## config.mk

```make
export PLATFORM = sky130hd
export DESIGN_NAME = hazard_unit
export DESIGN_NICKNAME = d
export VERILOG_FILES = /design/src/rtl/hazard_unit.sv
export SDC_FILE = /design/constraint.sdc
export NUM_CORES = 1
export LEC_CHECK = 0
export ABC_AREA = 0
export BUFFER_PORTS_ARGS = -buffer_cell sky130_fd_sc_hd__buf_2
export CORE_MARGIN = 4
export CORE_UTILIZATION = 35
export DETAILED_ROUTE_END_ITERATION = 12
export GPL_TIMING_DRIVEN = 0
export PLACE_DENSITY = 0.63
export SLEW_MARGIN = 10
export SYNTH_ARGS = -nofsm -noshare
export SYNTH_HDL_FRONTEND = slang
export SYNTH_SLANG_ARGS = --single-unit
export TNS_END_PERCENT = 50
```

## constraint.sdc

```tcl
create_clock -name clk -period 5.9 [get_ports clk]
set_input_delay 1.18 -clock clk [delete_from_list [all_inputs] [get_ports clk]]
set_output_delay 1.18 -clock clk [all_outputs]
set_load 0.01 [all_outputs]
```

## src/rtl/hazard_unit.sv

```systemverilog
// Stall, flush and forwarding control for the five-stage RV32I pipeline.
// Also tracks data-memory waits with a watchdog and stall/flush counters.
module hazard_unit #(
  parameter int TIMEOUT = 64,
  parameter int CNT_W   = 16
) (
  input  logic             clk,
  input  logic             rst,
  input  logic [4:0]       Rs1D,
  input  logic [4:0]       Rs2D,
  input  logic [4:0]       Rs1E,
  input  logic [4:0]       Rs2E,
  input  logic [4:0]       RdE,
  input  logic [4:0]       RdM,
  input  logic [4:0]       RdW,
  input  logic             RegWriteM,
  input  logic             RegWriteW,
  input  logic [1:0]       ResultSrcE,
  input  logic             PCSrcE,
  input  logic             MemAccessM,
  input  logic             DmemReadyM,
  output logic             StallF,
  output logic             StallD,
  output logic             StallE,
  output logic             StallM,
  output logic             FlushD,
  output logic             FlushE,
  output logic             FlushW,
  output logic [1:0]       ForwardAE,
  output logic [1:0]       ForwardBE,
  output logic             WaitState,
  output logic             MemTimeout,
  output logic [CNT_W-1:0] StallCount,
  output logic [CNT_W-1:0] FlushCount
);

  localparam logic [0:0] RUN  = 1'b0;
  localparam logic [0:0] WAIT = 1'b1;
  localparam logic [7:0] TO   = 8'(TIMEOUT);

  logic [0:0] state;
  logic [7:0] WaitCnt;
  logic [7:0] waitNext;
  logic       memStall;
  logic       lwStall;
  logic       fwdMA;
  logic       fwdWA;
  logic       fwdMB;
  logic       fwdWB;

  assign memStall = MemAccessM & ~DmemReadyM;
  assign lwStall  = (ResultSrcE == 2'b01) & (RdE != 5'd0)
                  & ((RdE == Rs1D) | (RdE == Rs2D));

  assign fwdMA = RegWriteM & (RdM != 5'd0) & (RdM == Rs1E);
  assign fwdWA = RegWriteW & (RdW != 5'd0) & (RdW == Rs1E);
  assign fwdMB = RegWriteM & (RdM != 5'd0) & (RdM == Rs2E);
  assign fwdWB = RegWriteW & (RdW != 5'd0) & (RdW == Rs2E);

  // A held memory stage freezes everything; E is frozen so branches wait.
  always_comb begin
    StallF    = 1'b0;
    StallD    = 1'b0;
    StallE    = 1'b0;
    StallM    = 1'b0;
    FlushD    = 1'b0;
    FlushE    = 1'b0;
    FlushW    = 1'b0;
    ForwardAE = 2'b00;
    ForwardBE = 2'b00;
    if (!rst) begin
      if (memStall) begin
        StallF = 1'b1;
        StallD = 1'b1;
        StallE = 1'b1;
        StallM = 1'b1;
        FlushW = 1'b1;
      end else begin
        StallF = lwStall;
        StallD = lwStall;
        FlushD = PCSrcE;
        FlushE = lwStall | PCSrcE;
      end
      unique case (1'b1)
        fwdMA:          ForwardAE = 2'b10;
        fwdWA & ~fwdMA: ForwardAE = 2'b01;
        default:        ForwardAE = 2'b00;
      endcase
      unique case (1'b1)
        fwdMB:          ForwardBE = 2'b10;
        fwdWB & ~fwdMB: ForwardBE = 2'b01;
        default:        ForwardBE = 2'b00;
      endcase
    end
  end

  assign waitNext  = (WaitCnt >= TO) ? TO : WaitCnt + 8'd1;
  assign WaitState = (state == WAIT);

  always_ff @(posedge clk or posedge rst) begin
    if (rst) begin
      state      <= RUN;
      WaitCnt    <= 8'd0;
      MemTimeout <= 1'b0;
    end else begin
      case (state)
        RUN: begin
          if (memStall) begin
            state   <= WAIT;
            WaitCnt <= 8'd1;
          end
        end
        default: begin
          if (memStall) begin
            WaitCnt <= waitNext;
            if (waitNext == TO) MemTimeout <= 1'b1;
          end else begin
            state   <= RUN;
            WaitCnt <= 8'd0;
          end
        end
      endcase
    end
  end

  always_ff @(posedge clk or posedge rst) begin
    if (rst) begin
      StallCount <= '0;
      FlushCount <= '0;
    end else begin
      if (StallF && (StallCount != '1))
        StallCount <= StallCount + CNT_W'(1);
      if (FlushE && (FlushCount != '1))
        FlushCount <= FlushCount + CNT_W'(1);
    end
  end

endmodule
```

# Word level (Yosys, flattened, before mapping)
# Cells that the tools add are included.
# totals
reg_bits	42
latch_bits	0
ram_bits	0
rom_bits	0
inputBits	44
word_cells	58
n_memories	0
# classes
n_addsub	3
n_mul	0
div	0
n_lt_le_gt_ge	1
eq_ne	10
n_shift	0
n_mux	16
bitwise_logic	16
reduce_logical	7
# op_table
op	n
adder 16 x 1 -> 16 bit, second input constant	2
two-way mux 8 bit	4
!= test 16 bit, second input constant	2
== test 5 bit	6
nonzero test 5 bit	3
AND 1 bit	11
adder 8 x 1 -> 8 bit, second input constant	1
== test 8 x 7 -> 1 bit, second input constant	1
>= comparator 8 x 7 -> 1 bit, second input constant	1
two-way mux 1 bit	8
one-hot mux 2 bit (2 select lines)	2
two-way mux 2 bit	2
inverter 1 bit	3
AND reduction 3 bit	1
== test 2 x 1 -> 1 bit, second input constant	1
logical AND 1 bit	2
bitwise OR 1 bit	2
nonzero test 2 bit	1

# Logic depth before layout (Yosys ltp)
# depth
word_depth	7
ltp_mapped	8
ltp_nobuf	7

# Least setup slack after synthesis
# Ideal clock, no wire load.
# synth_timing
path_kind	input to output
from	in rst
to	out ForwardAE[0]
t_arrival_ns	3.197
t_required_ns	4.720
slack_ns	1.523
stages	4
path_buffers	0
path_cell_list	inv_1 -> o211ai_1 -> or4_1 -> nor4_1
# synth_between
elab_chain_len	1
# synth_lines
element	line	rtl
start: declaration	8	input logic rst,
two-way mux 2 bit	71	if (!rst) begin
end: declaration	29	output logic [1:0] ForwardAE,
# No other way between the ends.

# Worst setup path in the final report
# layout_timing
from	in rst
to	out ForwardBE[0]
# layout_between
elab_chain_len	1
# layout_lines
element	line	rtl
two-way mux 2 bit	71	
end: declaration	30	output logic [1:0] ForwardBE,
# No other way between the ends.

==> flow_summary.yaml <==
cts:
  cts_tree: "yes"
  worst_skew_pair.late_latency_ps: 290
  cts.sinks: 42
  post_cts_buffers: 0
  max-clock-path-buffers: 2
  postCtsResizedCells: 0
  root_buffer: "clkbuf_8"
  clk_pin_slew_ps: 80
  cts-buffers-inserted: 5
  htreeDepth: 2
  hold_buffers: 0
worst_setup_path:
  critPathRequiredTime_ps: 4720
  cp.arrival_ps: 2800
  reg2reg_depth: 6
  r2r_setup_slack_ps: 3990
  crit_path_end_kind: "output pin"
  cp_max_fo: 36
  worst_setup_path_start_kind: "input port"
  path_class: "input port to output pin"
  r2r_end: "FlushCount[1]$_DFFE_PP0P_"
  crit_path_start: "rst"
  crit_path_end: "ForwardBE[0]"
  r2r-start: "FlushCount[0]$_DFFE_PP0P_"
finish:
  fillCellCount: 670
  multi_input_area_sq_um: 1370
  seq_area_sq_um: 1050
  synthToLayoutAreaGrowth_pct: 27.7
  diodes: 0
  final_core_util: 0.463
  drive_above_1_share: 0.326
  nNetsFinal: 396
die:
  die_x_microns: 92.4
  initial_utilization: 0.363
  core-area_sq_um: 6870
  die_area_sq_um: 8530
  boundaryPins: 89
  rows: 30
  die_h_microns: 92.4
synth:
  synth_cell_types: 40
  yosys_register_bits: 42
  synth_area_leader_cell: "dfrtp_1"
  syn_inst: 253
  async_flop_share: 1.00
  synth_top_area_frac: 0.422
  synth.avg_cell_area_sq_um: 9.85
  yosys-top-cells-count: "42 x dfrtp_1, 37 x xnor2_1, 23 x nand2_1, 23 x xor2_1, 16 x nand4_1"
  ys_seq_area_frac: 0.422
  ys.flop_type: "dfrtp_1"
  synthMostInstantiatedCell: "dfrtp_1"
  synth_area_sq_um: 2490
  synth_area_leaders: "dfrtp_1 42%, xnor2_1 13%, xor2_1 8.1%, nand4_1 4.0%, nand2_1 3.5%"
  synth_enable_flop_cells: 0
  synth_nets: 300
  yosys_warnings: 0
placement:
  pre_cts_slack_ps: 1880
  post-dp-hpwl_microns: 4450
  place_congestion: 0.801
  portBuffers: 88
route:
  drc: 0
  first_pass_iters: 4
  post_drt_via_cell_ratio: 4.86
  drt-wirelength-per-cell_microns: 12.9
  antenna_left: 0
  vias: 2166
  wirelength_microns: 5760
  dr.first_iter.drc_count: 71
global_routing:
  grt_max_degree: 37
  grt.overflow.total: 0
  grt_pass1_wl_microns: 9820
  track_usage: 0.139
  grt_pass1_vias: 2247
  antenna_found_initial: 0
sta:
  fin_skew_ps: 10.7
  min_period_ps: 3980
  relSlewSlack: 0.736
  slew_viol_final: 0
  worst_slack_ps: 1920
  worst_slew_pin_slew_ps: 391
  fmax_mhz: 251
  fin_crit_sh: 0.674
  fin_tns_setup_ps: 0
  grt_setup_unrepaired: "false"
  final-setup-viol-count: 0
  hold_viol: 0
pwr:
  peakVddDrop_mv: 0.152
  cellPowerDensity_nw_per_um2: 235
  p_leak_nw: 1.53
outcome:
  status: "finished, final reports clean"
min_path:
  holdCritPathClass: "flop to flop"
flow_run:
  drv_cap: 0
[through the flow]
step	hold slack, ps	cells	total power, mW	cell area (sq um)
2_1_floorplan	448	253	0.453	2490
3_3_place_gp	458	437	0.524	3050
3_5_place_dp	476	438	0.530	3070
4_1_cts	497	446	0.759	3180
5_1_grt	510	446	0.795	3180
6_report	488	446	0.749	3180
[registers in the layout, summed over array words and instances (netlist names)]
signal and flops:
FlushCount 16, StallCount 16, WaitCnt 8, MemTimeout 1, WaitState 1
[final cells by class]
type,instances,share of cell area
Sequential cell,42,0.330
Timing Repair Buffer,89,0.145
Buffer,7,0.0169
Tap cell,96,0.0377
Inverter,5,0.00590
Multi-Input combinational cell,199,0.430
Clock inverter,2,0.0118
Clock buffer,6,0.0228
[critical path, cell delays in order]
cell	delay [ps]
buf_2	130
inv_2	190
buf_12	260
o211ai_1	120
or4_1	530
nor4_1	200
buf_2	180
[worst min path at each step]
stage / from / endpoint / slack, ps / cells after the start
3_5_place_dp: MemTimeout$_DFFE_PP0P_ / MemTimeout$_DFFE_PP0P_ / 480 / 1
5_1_grt: StallCount[8]$_DFFE_PP0P_ / StallCount[8]$_DFFE_PP0P_ / 510 / 1
4_1_cts: MemTimeout$_DFFE_PP0P_ / MemTimeout$_DFFE_PP0P_ / 500 / 1
3_3_place_gp: MemTimeout$_DFFE_PP0P_ / MemTimeout$_DFFE_PP0P_ / 460 / 1
2_1_floorplan: WaitCnt[5]$_DFFE_PP0P_ / WaitCnt[5]$_DFFE_PP0P_ / 450 / 1
6_report: MemTimeout$_DFFE_PP0P_ / MemTimeout$_DFFE_PP0P_ / 490 / 1
[per-layer routing]
metal	vias up	wire [microns]	track usage
met4	0	67	0.0371
met5	-	0	0
met2	71	2640	0.231
met3	7	418	0.0390
met1	1011	2630	0.178
li1	1077	-	-
[cell usage in the layout, fill, tap and decap left out, types with 9 or more instances in the layout]
cell type / netlist / routed
dfrtp_1: 42 / 42
nand3_1: 15 / 15
nand4_1: 16 / 16
buf_2: 1 / 89
nor2_1: 15 / 15
and3_1: 10 / 10
xnor2_1: 37 / 37
nor3_1: 9 / 9
o21ai_0: 9 / 9
nand2_1: 23 / 23
xor2_1: 23 / 23
[power breakdown]
group          leakage, nW  switching (mW)  internal [mW]
Clock               0.0514           0.101          0.126
Sequential           0.564          0.0383          0.318
Combinational        0.911          0.0846         0.0816
Total                 1.53           0.224          0.525
[logic make-up after synthesis]
group | after synthesis | share of synthesized area
and+or+nand+nor | 110 | 0.236
DFF | 42 | 0.422
xor gates and xnor gates | 60 | 0.211
AOI/OAI and AO/OA | 21 | 0.0653
adders and majority gates | 3 | 0.0151
muxes | 5 | 0.0221
buffers and inverters | 12 | 0.0291
Power figures use the tool's default switching activity.
